==> src/rtl/clk_div_pkg.sv <==
// Shared types and constants for the programmable clock/baud divider.
// The default divisor gives 115200 baud from a 50 MHz clock.
package clk_div_pkg;

  localparam int DIV_MIN          = 2;
  localparam int DIV_BAUD_DEFAULT = 434;

  typedef enum logic {
    ST_IDLE = 1'b0,
    ST_RUN  = 1'b1
  } state_t;

endpackage

==> src/rtl/clk_div_core.sv <==
// Period counter for the divider plus the phase comparators that
// locate the rise, fall and mid-period points within one period.
module clk_div_core
  import clk_div_pkg::*;
#(
  parameter int WIDTH = 16
) (
  input  logic             clk,
  input  logic             rstn,
  input  logic             advance,
  input  logic [WIDTH-1:0] n,
  input  logic [WIDTH-1:0] h,
  input  logic [WIDTH-1:0] q,
  output logic             wrap,
  output logic             hi,
  output logic             at_zero,
  output logic             at_h,
  output logic             at_q
);

  logic [WIDTH-1:0] cnt_q;
  logic [WIDTH-1:0] cnt_d;
  logic [WIDTH-1:0] n_m1;

  assign n_m1    = n - WIDTH'(1);
  assign wrap    = (cnt_q == n_m1);
  assign hi      = (cnt_q < h);
  assign at_zero = (cnt_q == '0);
  assign at_h    = (cnt_q == h);
  assign at_q    = (cnt_q == q);

  // Anything other than a running cycle parks the counter at zero, so a
  // restart is always phase-aligned to enable.
  always_comb begin
    cnt_d = '0;
    if (advance) begin
      cnt_d = wrap ? '0 : cnt_q + WIDTH'(1);
    end
  end

  always_ff @(posedge clk) begin
    if (!rstn) begin
      cnt_q <= '0;
    end else begin
      cnt_q <= cnt_d;
    end
  end

endmodule

==> src/rtl/clk_div_prog.sv <==
// Runtime-programmable clock divider: divisor handshake with a one-entry
// pending register applied only on period boundaries, run/idle FSM, strobes.
module clk_div_prog
  import clk_div_pkg::*;
#(
  parameter int WIDTH     = 16,
  parameter int DIV_RESET = DIV_BAUD_DEFAULT
) (
  input  logic             clk,
  input  logic             rstn,
  input  logic             enable,
  input  logic [WIDTH-1:0] div_in,
  input  logic             div_valid,
  output logic             div_ready,
  output logic [WIDTH-1:0] div_active,
  output logic             new_clk,
  output logic             rise_pulse,
  output logic             fall_pulse,
  output logic             mid_pulse
);

  localparam logic [WIDTH-1:0] DIV_RST_V = WIDTH'(DIV_RESET);
  localparam logic [WIDTH-1:0] H_RST     = DIV_RST_V - (DIV_RST_V >> 1);
  localparam logic [WIDTH-1:0] Q_RST     = DIV_RST_V >> 2;
  localparam logic [WIDTH-1:0] MIN_V     = WIDTH'(DIV_MIN);

  state_t           state_q, state_d;
  logic [WIDTH-1:0] div_active_q, div_active_d;
  logic [WIDTH-1:0] h_q, h_d;
  logic [WIDTH-1:0] q_q, q_d;
  logic [WIDTH-1:0] pend_q, pend_d;
  logic             pend_valid_q, pend_valid_d;
  logic             div_ready_q, div_ready_d;
  logic             new_clk_q, new_clk_d;
  logic             rise_q, rise_d;
  logic             fall_q, fall_d;
  logic             mid_q, mid_d;

  logic advance;
  logic wrap, hi, at_zero, at_h, at_q;
  logic accept, apply;

  assign advance = (state_q == ST_RUN) && enable;
  assign accept  = div_valid && div_ready_q;
  assign apply   = pend_valid_q && ((state_q == ST_IDLE) || (advance && wrap));

  clk_div_core #(
    .WIDTH(WIDTH)
  ) u_core (
    .clk    (clk),
    .rstn   (rstn),
    .advance(advance),
    .n      (div_active_q),
    .h      (h_q),
    .q      (q_q),
    .wrap   (wrap),
    .hi     (hi),
    .at_zero(at_zero),
    .at_h   (at_h),
    .at_q   (at_q)
  );

  always_comb begin
    state_d      = state_q;
    div_active_d = div_active_q;
    h_d          = h_q;
    q_d          = q_q;
    pend_d       = pend_q;
    pend_valid_d = pend_valid_q;
    new_clk_d    = 1'b0;
    rise_d       = 1'b0;
    fall_d       = 1'b0;
    mid_d        = 1'b0;

    // accept needs an empty pending slot, so it never coincides with apply.
    if (accept) begin
      pend_d       = (div_in < MIN_V) ? MIN_V : div_in;
      pend_valid_d = 1'b1;
    end else if (apply) begin
      pend_valid_d = 1'b0;
    end

    if (apply) begin
      div_active_d = pend_q;
      h_d          = pend_q - (pend_q >> 1);
      q_d          = pend_q >> 2;
    end

    div_ready_d = !pend_valid_d;

    case (state_q)
      ST_IDLE: begin
        if (enable) state_d = ST_RUN;
      end
      ST_RUN: begin
        if (enable) begin
          new_clk_d = hi;
          rise_d    = at_zero;
          fall_d    = at_h;
          mid_d     = at_q;
        end else begin
          state_d = ST_IDLE;
          fall_d  = new_clk_q;
        end
      end
      default: state_d = ST_IDLE;
    endcase
  end

  always_ff @(posedge clk) begin
    if (!rstn) begin
      state_q      <= ST_IDLE;
      div_active_q <= DIV_RST_V;
      h_q          <= H_RST;
      q_q          <= Q_RST;
      pend_q       <= '0;
      pend_valid_q <= 1'b0;
      div_ready_q  <= 1'b1;
      new_clk_q    <= 1'b0;
      rise_q       <= 1'b0;
      fall_q       <= 1'b0;
      mid_q        <= 1'b0;
    end else begin
      state_q      <= state_d;
      div_active_q <= div_active_d;
      h_q          <= h_d;
      q_q          <= q_d;
      pend_q       <= pend_d;
      pend_valid_q <= pend_valid_d;
      div_ready_q  <= div_ready_d;
      new_clk_q    <= new_clk_d;
      rise_q       <= rise_d;
      fall_q       <= fall_d;
      mid_q        <= mid_d;
    end
  end

  assign div_ready  = div_ready_q;
  assign div_active = div_active_q;
  assign new_clk    = new_clk_q;
  assign rise_pulse = rise_q;
  assign fall_pulse = fall_q;
  assign mid_pulse  = mid_q;

endmodule

==> config.mk <==
export PLATFORM = sky130hd
export DESIGN_NAME = clk_div_prog
export DESIGN_NICKNAME = d
export VERILOG_FILES = /design/src/rtl/clk_div_pkg.sv /design/src/rtl/clk_div_core.sv /design/src/rtl/clk_div_prog.sv
export SDC_FILE = /design/constraint.sdc
export NUM_CORES = 1
export LEC_CHECK = 0
export ABC_AREA = 1
export BUFFER_PORTS_ARGS = -buffer_cell sky130_fd_sc_hd__buf_4
export CORE_ASPECT_RATIO = 1.2
export CORE_MARGIN = 4
export CORE_UTILIZATION = 50
export DETAILED_ROUTE_END_ITERATION = 8
export HOLD_SLACK_MARGIN = 0.05
export PLACE_DENSITY = 0.79
export SETUP_SLACK_MARGIN = 0.1
export SKIP_CTS_REPAIR_TIMING = 1
export SKIP_LAST_GASP = 1
export SYNTH_ARGS = -nofsm -noshare
export SYNTH_HDL_FRONTEND = slang
export SYNTH_SLANG_ARGS = --single-unit
==> constraint.sdc <==
create_clock -name clk -period 5.6 [get_ports clk]
set_clock_uncertainty 0.1 [all_clocks]
set_input_delay 0 -clock clk [delete_from_list [all_inputs] [get_ports clk]]
set_output_delay 0 -clock clk [all_outputs]
set_load 0.01 [all_outputs]
==> flow_summary.yaml <==
run_status:
  status: "finished, final reports clean"
critical_path:
  cpPeakStageDelay_ps: 420
  crit_start: "div_active[0]"
  critical_path_required_ps: 5790
  worst-endpoint-arrival_ps: 3040
  ff_to_ff_start: "div_active[0]"
  timing_worst_setup_path_type: "reg -> reg"
  setup.worst_path.start_class: "flip-flop"
  end_kind: "flip-flop"
  critical_path.reg2reg.endpoint: "h_q[12]"
  r2r.worst_path.cells: 14
  cells_traversed_along_the_worst_timing_path: "inv_1 -> ha_1 -> nand2_2 -> nor2_2 -> nand3_1 -> nand2_1 -> nand3_1 -> nor2_2 -> nand4_2 -> nand2_4 -> nand2_2 -> nand2_1 -> nand2_1 -> nor2_1"
  cp-endpoint: "h_q[12]"
  worst_path_cell_with_the_longest_stage_delay: "sky130_fd_sc_hd__nand2_4"
  cpMostUsedCell: "sky130_fd_sc_hd__nand2_1"
  cp_max_fo: 51
  setup.reg_to_reg.worst_slack_ps: 2750
clocking:
  cts-htree-levels: 3
  cts.path.max_buffers: 2
  numCtsBuffers: 9
  tritoncts_num_sinks: 71
  worstSkewPairLatency_ps: 350
  clkTransAtPathRegs_ps: 70
  clockRootBuffer: "sky130_fd_sc_hd__clkbuf_8"
  tritoncts: "done"
logic_synthesis:
  mappedNetlistArea_sq_um: 4680
  synth.top_cell.area_share_pct: 30.4
  synthesis.nets: 745
  synth_flop_cell: "sky130_fd_sc_hd__dfxtp_1"
  synth-seq-cells: 71
  synth-async-reset-ratio_pct: 0
  synthTopCellsByArea: "sky130_fd_sc_hd__dfxtp_1, sky130_fd_sc_hd__nand2_1, sky130_fd_sc_hd__ha_1"
  yosys.area.top_type: "sky130_fd_sc_hd__dfxtp_1"
  synth_enable_flop_cells: 0
  synth_sequential_area_ratio_pct: 30.4
  post_synth.cell_area_avg_sq_um: 6.79
  synth_warnings: 0
  yosys.cell_types.count: 38
  postSynthCellCount: 690
power_and_ir_drop:
  totalPowerFinal_mw: 1.28
  ir_drop_v: 0.000213
  power.density_cell_area_nw_per_um2: 237
  leakage_nw: 2.50
global_routing:
  antenna_found_initial: 0
  grt_start_max_net_pins: 53
  grt_pass1_vias: 4466
  globalRouteTotalUtil_pct: 23.2
  global_route.usage.met1_pct: 27.3
  global_route_hottest_layer: "met2"
  globalRouteOverflowTotal: 0
  global_route_wire_length_before_repair_mm: 20.0
  use_met3_pct: 3.96
  grt.met2_usage_pct: 39.6
job:
  max_cap_viol_count: 0
final_layout:
  ant_diodes: 0
  area_of_the_multi_input_gates_sq_um: 2800
  final_nets: 793
  layout.filler_cells: 854
  areaGrowthSynthToFinish_pct: 15.1
  seqCellArea_sq_um: 1420
  post_route_cells_drive_above_1_share_pct: 9.16
die:
  num_rows: 38
  dieHeight_um: 114
  core_region_area_sq_um: 9080
  num_io_pins: 41
  fp.dieArea_sq_um: 11000
  dieWidth_um: 96.3
  start_util_pct: 51.6
sta:
  period_needed_ps: 2850
  slew_headroom_pct: 37.4
  finalSetupViolations: 0
  summed_negative_setup_slack_over_all_endpoints_ps: 0
  final_min_period_over_clock_period_pct: 50.9
  rsz0062_at_grt: "no"
  final-hold-violation-count: 0
  maxClockFrequency_mhz: 351
  finalMaxSlewViolations: 0
  worstMarginPinSlew_ps: 937
route:
  ant_nets: 0
  detailed_route_wire_length_mm: 12.3
  drt_first_iter_violations: 220
  detail_route.wl_per_cell_um: 14.3
  drc: 0
  route.vias.total: 4672
  first_pass_iters: 5
  avgViaCountPerCell: 5.42
placed_design:
  dpl.hpwl_mm: 9.15
  routability_congestion: 0.995
  numPortBuffers: 40
hold_path:
  hold_path_class: "reg -> reg"
-- state kept, by name, indices dropped and copies added, names as in the netlist --
name,cells
h_q,16
u_core.cnt_q,16
fall_pulse,1
pend_q,16
pend_valid_q,1
div_active,16
rise_pulse,1
mid_pulse,1
div_ready,1
new_clk,1
state_q,1
-- cells in the mapped netlist (2+ instances only) --
cell type,count
sky130_fd_sc_hd__dfxtp_1,71
sky130_fd_sc_hd__a211oi_1,15
sky130_fd_sc_hd__nand4_1,10
sky130_fd_sc_hd__nor3b_1,6
sky130_fd_sc_hd__xor2_1,18
sky130_fd_sc_hd__buf_6,3
sky130_fd_sc_hd__nor2_4,2
sky130_fd_sc_hd__nor2_2,4
sky130_fd_sc_hd__xnor2_1,10
sky130_fd_sc_hd__ha_1,34
sky130_fd_sc_hd__nand2_1,137
sky130_fd_sc_hd__nand3_1,71
sky130_fd_sc_hd__o21ai_0,12
sky130_fd_sc_hd__a221oi_1,2
sky130_fd_sc_hd__a21oi_1,47
sky130_fd_sc_hd__nand2_2,3
sky130_fd_sc_hd__buf_2,7
sky130_fd_sc_hd__nor3_1,8
sky130_fd_sc_hd__nor4_1,7
sky130_fd_sc_hd__buf_1,3
sky130_fd_sc_hd__nor2_1,94
sky130_fd_sc_hd__nand3b_1,5
sky130_fd_sc_hd__inv_1,86
sky130_fd_sc_hd__o22ai_1,8
sky130_fd_sc_hd__a21o_1,4
sky130_fd_sc_hd__buf_4,3
sky130_fd_sc_hd__clkbuf_1,8
sky130_fd_sc_hd__a2111oi_0,2
-- critical path: cells and delay by family, from the launching register on --
family / cells / cell delay, ps
fa+ha+maj: 1 / 340
flops: 1 / 340
buf+inv: 1 / 150
simple gates: 12 / 1840
-- worst min path at each step --
stage / startpoint / to / slack [ps] / depth (start not counted)
after detailed placement: enable / state_q / 150 / 3
after CTS: enable / state_q / -230 / 3
after floorplan: enable / state_q / 10 / 2
after global placement: enable / state_q / 150 / 3
after global routing: h_q[0] / h_q[0] / 400 / 2
final: h_q[7] / h_q[7] / 380 / 2
-- placed cells by master (no fill, tap or decap), drive strengths merged, types with 2 or more instances in the layout --
cell,instances
nand2,141
nor2,100
inv,87
nand3,71
dfxtp,71
a21oi,47
buf,41
ha,34
dlygate4sd3,20
xor2,18
a211oi,15
o21ai,13
clkbuf,12
nand4,11
xnor2,10
nor3,8
o22ai,8
nor4,7
nor3b,6
nand3b,5
a21o,4
a221oi,2
a2111oi,2
clkinv,2
-- logic make-up (layout without fill, tap and decap cells) --
group,count (synthesis),count (layout),synth area share (%)
xor gates and xnor gates,28,28,5.24
and+or+nand+nor,349,349,32.9
adders and majority gates,35,35,9.51
AOI/OAI and AO/OA,96,96,12.2
DFF,71,71,30.4
buffers and inverters,111,163,9.81
-- cell type report --
class / instances / area share [%]
Multi-Input combinational cell: 508 / 52.0
Sequential cell: 71 / 26.4
Clock buffer: 12 / 3.06
Clock inverter: 3 / 0.325
Tap cell: 120 / 2.79
Timing Repair Buffer: 61 / 9.42
Inverter: 87 / 6.06
-- routing by layer --
layer,vias to the layer above,part of all wire (%)
met5,-,0
met4,0,4.0
met3,37,5.5
met2,152,48
met1,2115,42
li1,2368,-
-- metrics by stage --
| stage | util [%] | cells | area (sq um) | hold slack [ps] | worst slack, ps |
|---|---|---|---|---|---|
| finish | 59.4 | 862 | 5390 | 378 | 2750 |
| global route | 59.4 | 862 | 5390 | 403 | 2470 |
| CTS | 57.2 | 842 | 5190 | -230 | 2750 |
| detailed placement | 55.1 | 827 | 5010 | 150 | 2780 |
| global placement | 55.1 | 827 | 5010 | 149 | 2910 |
| floorplan | - | 690 | 4680 | 11.5 | 3340 |
-- power breakdown --
group	internal, mW	total [mW]	switching, mW
Combinational	0.136	0.329	0.193
Sequential	0.534	0.564	0.0300
Clock	0.193	0.385	0.192
Note: power is estimated with default switching activity, not from simulation.
